[src/rtl/branch_predictor.sv]
// Direct-mapped branch target predictor with 2-bit counters and one outstanding speculation.
// Optional perf counters: define BRANCH_PREDICTOR_PERF_COUNTERS_EN.
module branch_predictor #(
  parameter int DATABITWIDTH = 16,
  parameter int INDEXBITS    = 4
) (
  input  logic                    clk,
  input  logic                    clk_en,
  input  logic                    sync_rst,
  input  logic                    StallEnable,
  input  logic                    BranchFetched,
  input  logic [DATABITWIDTH-1:0] FetchPC,
  input  logic                    EndSpeculationPulse,
  input  logic                    BranchTaken,
  input  logic                    MispredictedSpeculationPulse,
  input  logic [DATABITWIDTH-1:0] ActualDestination,
  output logic                    Speculating,
  output logic                    BeginSpeculationPulse,
  output logic                    PredictingTrue,
  output logic                    RelativeSpeculation,
  output logic [DATABITWIDTH-1:0] SpeculativeDestination,
  output logic [15:0]             PredictionCount,
  output logic [15:0]             MispredictCount
);

  localparam int TW = DATABITWIDTH - INDEXBITS;
  localparam int NE = 1 << INDEXBITS;

  localparam logic IDLE = 1'b0;
  localparam logic SPEC = 1'b1;

  logic                    valid_q [NE];
  logic [TW-1:0]           tag_q   [NE];
  logic [DATABITWIDTH-1:0] tgt_q   [NE];
  logic [1:0]              cnt_q   [NE];

  logic                 state_q;
  logic [INDEXBITS-1:0] ridx_q;
  logic [TW-1:0]        rtag_q;
  logic                 rhit_q;
  logic [1:0]           rcnt_q;
  logic                 rpred_q;

  logic [INDEXBITS-1:0] idx;
  logic [TW-1:0]        tag;
  logic                 hit;
  logic                 spec_start;
  logic                 spec_end;
  logic [1:0]           cnt_d;

  assign idx = FetchPC[INDEXBITS-1:0];
  assign tag = FetchPC[DATABITWIDTH-1:INDEXBITS];
  assign hit = valid_q[idx] && (tag_q[idx] == tag);

  assign Speculating           = (state_q == SPEC);
  assign BeginSpeculationPulse = BranchFetched && (state_q == IDLE) && ~sync_rst;
  assign PredictingTrue        = BeginSpeculationPulse && hit && cnt_q[idx][1];
  assign RelativeSpeculation   = 1'b0;
  assign SpeculativeDestination =
    PredictingTrue ? tgt_q[idx] : '0;

  assign spec_start = clk_en && ~StallEnable && BeginSpeculationPulse;
  assign spec_end   = clk_en && EndSpeculationPulse && (state_q == SPEC);

  always_comb begin
    cnt_d = rcnt_q;
    if (BranchTaken) begin
      if (rcnt_q != 2'b11) cnt_d = rcnt_q + 2'b01;
    end else begin
      if (rcnt_q != 2'b00) cnt_d = rcnt_q - 2'b01;
    end
  end

  always_ff @(posedge clk) begin
    if (sync_rst) begin
      state_q <= IDLE;
      ridx_q  <= '0;
      rtag_q  <= '0;
      rhit_q  <= 1'b0;
      rcnt_q  <= '0;
      rpred_q <= 1'b0;
      for (int i = 0; i < NE; i++) begin
        valid_q[i] <= 1'b0;
        cnt_q[i]   <= 2'b01;
      end
    end else if (spec_start) begin
      state_q <= SPEC;
      ridx_q  <= idx;
      rtag_q  <= tag;
      rhit_q  <= hit;
      rcnt_q  <= cnt_q[idx];
      rpred_q <= PredictingTrue;
    end else if (spec_end) begin
      state_q <= IDLE;
      if (rhit_q) begin
        cnt_q[ridx_q] <= cnt_d;
        if (BranchTaken) tgt_q[ridx_q] <= ActualDestination;
      end else if (BranchTaken) begin
        valid_q[ridx_q] <= 1'b1;
        tag_q[ridx_q]   <= rtag_q;
        tgt_q[ridx_q]   <= ActualDestination;
        cnt_q[ridx_q]   <= 2'b10;
      end
    end
  end

  // Captured prediction is kept for debug visibility only.
  logic unused_rpred;
  assign unused_rpred = rpred_q;

`ifdef BRANCH_PREDICTOR_PERF_COUNTERS_EN
  logic [15:0] pcnt_q;
  logic [15:0] mcnt_q;

  always_ff @(posedge clk) begin
    if (sync_rst) begin
      pcnt_q <= '0;
      mcnt_q <= '0;
    end else begin
      if (spec_start && pcnt_q != 16'hFFFF)
        pcnt_q <= pcnt_q + 16'd1;
      if (spec_end && MispredictedSpeculationPulse &&
          mcnt_q != 16'hFFFF)
        mcnt_q <= mcnt_q + 16'd1;
    end
  end

  assign PredictionCount = pcnt_q;
  assign MispredictCount = mcnt_q;
`else
  assign PredictionCount = '0;
  assign MispredictCount = '0;

  logic unused_mispred;
  assign unused_mispred = MispredictedSpeculationPulse;
`endif

endmodule

[config.mk]
export PLATFORM = sky130hd
export DESIGN_NAME = branch_predictor
export DESIGN_NICKNAME = d
export VERILOG_FILES = /design/src/rtl/branch_predictor.sv
export SDC_FILE = /design/constraint.sdc
export NUM_CORES = 1
export LEC_CHECK = 0
export CAP_MARGIN = 40
export CORE_AREA = 2 2 260 134
export CTS_BUF_LIST = sky130_fd_sc_hd__clkbuf_4 sky130_fd_sc_hd__clkbuf_8 sky130_fd_sc_hd__clkbuf_16
export DETAILED_ROUTE_END_ITERATION = 10
export DIE_AREA = 0 0 262 136
export PLACE_DENSITY = 0.85
export SLEW_MARGIN = 15
export SYNTH_ARGS = -nofsm -noshare
export SYNTH_HDL_FRONTEND = slang
export SYNTH_SLANG_ARGS = --single-unit
[constraint.sdc]
create_clock -name clk -period 6.91 [get_ports clk]
set_clock_uncertainty 0.2 [all_clocks]
set_input_delay 1.382 -clock clk [delete_from_list [all_inputs] [get_ports clk]]
set_output_delay 1.382 -clock clk [all_outputs]
set_load 0.05 [all_outputs]
==> summary.md <==
| Metric | Value |
|---|---|
| Critical path's slowest cell | nor2b_1 |
| Yosys top cell area share | 69.32% |
| Area grow syn2layout | 14.04% |
| Pint | 4.908 mW |
| Most instantiated cells after synthesis | edfxtp_1, mux4_2, nand2_1 |
| Synth Register Bits | 516 |
| WP data required | 5330 ps |
| H-tree depth | 2 |
| Placed cell area | 22270 sq um |
| Leading area contributor after synthesis | edfxtp_1 |
| CP peak stage delay | about 800 ps |
| Cell count after synthesis | 1126 |
| Initial Util | 61.83% |
| Post-route ant nets | 0 |
| Combinational fraction of design power | 5.0% |
| First-pass GRT wire length | 73.25 mm |
| Switching fraction of total power | 20.65% |
| # IOs | 92 |
| Antenna violations before repair | 0 |
| Reg clk slew, reported paths | 70 ps |
| Ys flop type | edfxtp_1 |
| RSZ-0062 raised after global routing | no |
| CTS Hold Bufs | 0 |
| Setup crit end kind | output pin |
| Number of buffers created by CTS | 44 |
| Vias | around 11k |
| Count leader, synth | edfxtp_1 |
| Final setup fails | 0 |
| DRC errors left | 0 |
| DR iter-0 viols | 1943 |
| Die area | 35630 sq um |
| Max_slew headroom | 32.53% |
| Vias in the first global route | 11.51k |
| Reg-to-Reg End | cnt_q[2][0] |
| Period utilization | between 90 and 100% |
| Fin nets | 1260 |
| Routability Congestion | 0.8676 |
| Worst-path fanout max | 39 |
| R2R setup slack | 3800 ps |
| P_sw | 1.277 mW |
| Setup CP Type | in -> out |
| Clk buf depth | 3 |
| Core region area | 33630 sq um |
| WL/cell | 29.10 um |
| Largest cells by area after synthesis | edfxtp_1, mux4_2, dfxtp_1, mux2i_1, nand2_1 |
| Reg2Reg Depth | 5 |
| Type of the tightest min-delay check | reg -> reg |
| EDFF count, synth | 480 |
| Synth async-reset ratio | 0% |
| Peak supply drop | 0.2224 mV |
| Hold Path Depth | 2 |
| Vias per cell | 6.696 |
| CTS Root Cell | clkbuf_16 |
| Clock network fraction of total power | 39.9% |
| Antenna fix cells | 0 |
| Fin cells | approximately 1.7k |
| Hold endpoint | valid_q[5] |
| Clk_lat worst skew | 550 ps |
| Post-detail-place hpwl | between 20 and 30 mm |
| IO buf count | 57 |
| R2R Path Start | Speculating |
| Post-synthesis cell type count | 55 |
| Worst Hold Launch | valid_q[5] |
| Post-CTS Resized | 0 |
| Post-synthesis sequential area ratio | 72.78% |
| Placed instance count | roughly 1.6k |
| Synthesis Warnings | 0 |
| Hold Fails Final Rpt | 0 |
| Pin count of the biggest net entering global routing | 44 |
| Cell Pwr Density | 260.8 nW/um^2 |
| Worst Path Arrival | 4780 ps |
| Fillers | ~1.9k |
| Fmax | 157.1 MHz |
| Pins over their slew limit | 0 |
| TritonCTS clock tree | yes |
| DR pass1 iterations | 6 |
| Layout cells sized above 1 | about a quarter |
| Worst path cell trace | buf_6 > nor2b_1 > a22oi_1 > nand2_1 > xnor2_1 > o31ai_1 > and4_4 > and2_1 > buf_12 |
| Die Height | around 140 um |
| Clock sink total | 516 |
| Grt ovf | 0 |
| Post-CTS setup buffers | 0 |
| Final instance area | 23710 sq um |
| Lkg Pwr | 7.221 nW |
| Setup Total Neg Slack | 0 ps |
| GRT Total Usage | about 29% |
| Worst slew pin tran | 986.5 ps |
| Outcome | finished, final reports clean |
| Minimum clock period | 6364 ps |
| Row Count | 48 |
| DRT Wirelength | 49.49 mm |
| Synthesized cell area | a little over 20000 sq um |
| Flop pwr share | 55.1% |
| Syn avg cell area | 18.47 sq um |
| MaxCap Viol Count | 0 |
| Setup crit start kind | input pin |
| Die width | 262 um |
-- worst max-delay path, delay by kind of cell --
family,cells,cell delay (ps)
AND/OR/NAND/NOR,4,1790
buffers and inverters,2,590
AO/OA/AOI/OAI,2,880
XOR/XNOR,1,80
-- per-stage QoR --
stage | util (%) | total power, mW | worst slack [ps] | hold slack (ps)
floorplan | - | 3.696 | 1198 | 236.6
global placement | 65.35 | 3.767 | 811.9 | 245.7
detailed placement | 66.21 | 3.777 | 751.1 | 254.2
CTS | 70.43 | 6.190 | 679.2 | 274.6
global route | 70.51 | 6.318 | 382.1 | 293.8
finish | 70.51 | 6.185 | 545.9 | 272.6
-- layout make-up --
type                    instances  area, sq um  share of cell area, %
repair buffers                111         1301                  5.488
inverters                      19        71.32                 0.3008
multi-input cells             528         5223                  22.02
flip-flops and latches        516        15130                  63.82
well taps                     450        563.0                  2.374
clock buffers                  65         1314                  5.540
clock inverters                12        106.4                 0.4485
-- worst max-delay path by stage --
stage / cells past startpoint / end / slack (ps) / startpoint
CTS: 10 / SpeculativeDestination[1] / 680 / FetchPC[0]
finish: 9 / SpeculativeDestination[1] / 550 / FetchPC[0]
floorplan: 7 / SpeculativeDestination[10] / 1200 / sync_rst
detailed placement: 10 / SpeculativeDestination[1] / 750 / FetchPC[0]
global route: 10 / SpeculativeDestination[1] / 380 / FetchPC[1]
global placement: 10 / SpeculativeDestination[1] / 810 / FetchPC[0]
-- cells in the final DEF (no fill, tap or decap), drive strengths merged, types with 18 or more instances in the layout --
| master | count |
|---|---|
| a21oi | 21 |
| and2 | 19 |
| buf | 76 |
| clkbuf | 65 |
| clkdlybuf4s50 | 35 |
| conb | 33 |
| dfxtp | 36 |
| edfxtp | 480 |
| inv | 18 |
| mux2i | 35 |
| mux4 | 123 |
| nand2 | 78 |
| nor2 | 57 |
| o22ai | 20 |
-- routing by layer --
metal / track usage [%] / share of wire (%) / wire (um) / vias to the layer above
met1: 41.40 / 37 / 18470 / 5738
met3: 8.352 / 14 / 6692 / 138
met5: 0 / 0 / 0 / -
met2: 43.62 / 47 / 23060 / 916
met4: 8.129 / 2.6 / 1280 / 0
li1: - / - / - / 4598
-- cell families after synthesis --
| kind of cell | after synthesis | synth area share [%] |
|---|---|---|
| buffers and inverters | 114 | 3.033 |
| multiplexers | 166 | 15.44 |
| AO/OA/AOI/OAI | 90 | 3.003 |
| flip-flops | 516 | 72.78 |
| XOR/XNOR | 11 | 0.5355 |
| other | 1 | 0.01803 |
| adder cells (fa/ha/maj) | 1 | 0.04814 |
| AND/OR/NAND/NOR | 227 | 5.139 |
-- registers in the layout, indices dropped and copies added (netlist names), 2 cells and up --
register and flops:
valid_q 16, cnt_q 32, rcnt_q 2, tgt_q 256
ridx_q 4, tag_q 192, rtag_q 12
-- power groups by stage --
stage	Sequential [mW]	Combinational (mW)	Clock (mW)
final	3.41	0.309	2.47
after global routing	3.41	0.325	2.58
after CTS	3.41	0.305	2.47
after detailed placement	3.48	0.298	0
after global placement	3.48	0.290	0
after floorplan	3.48	0.220	0
Note: power is estimated with default switching activity, not from simulation.
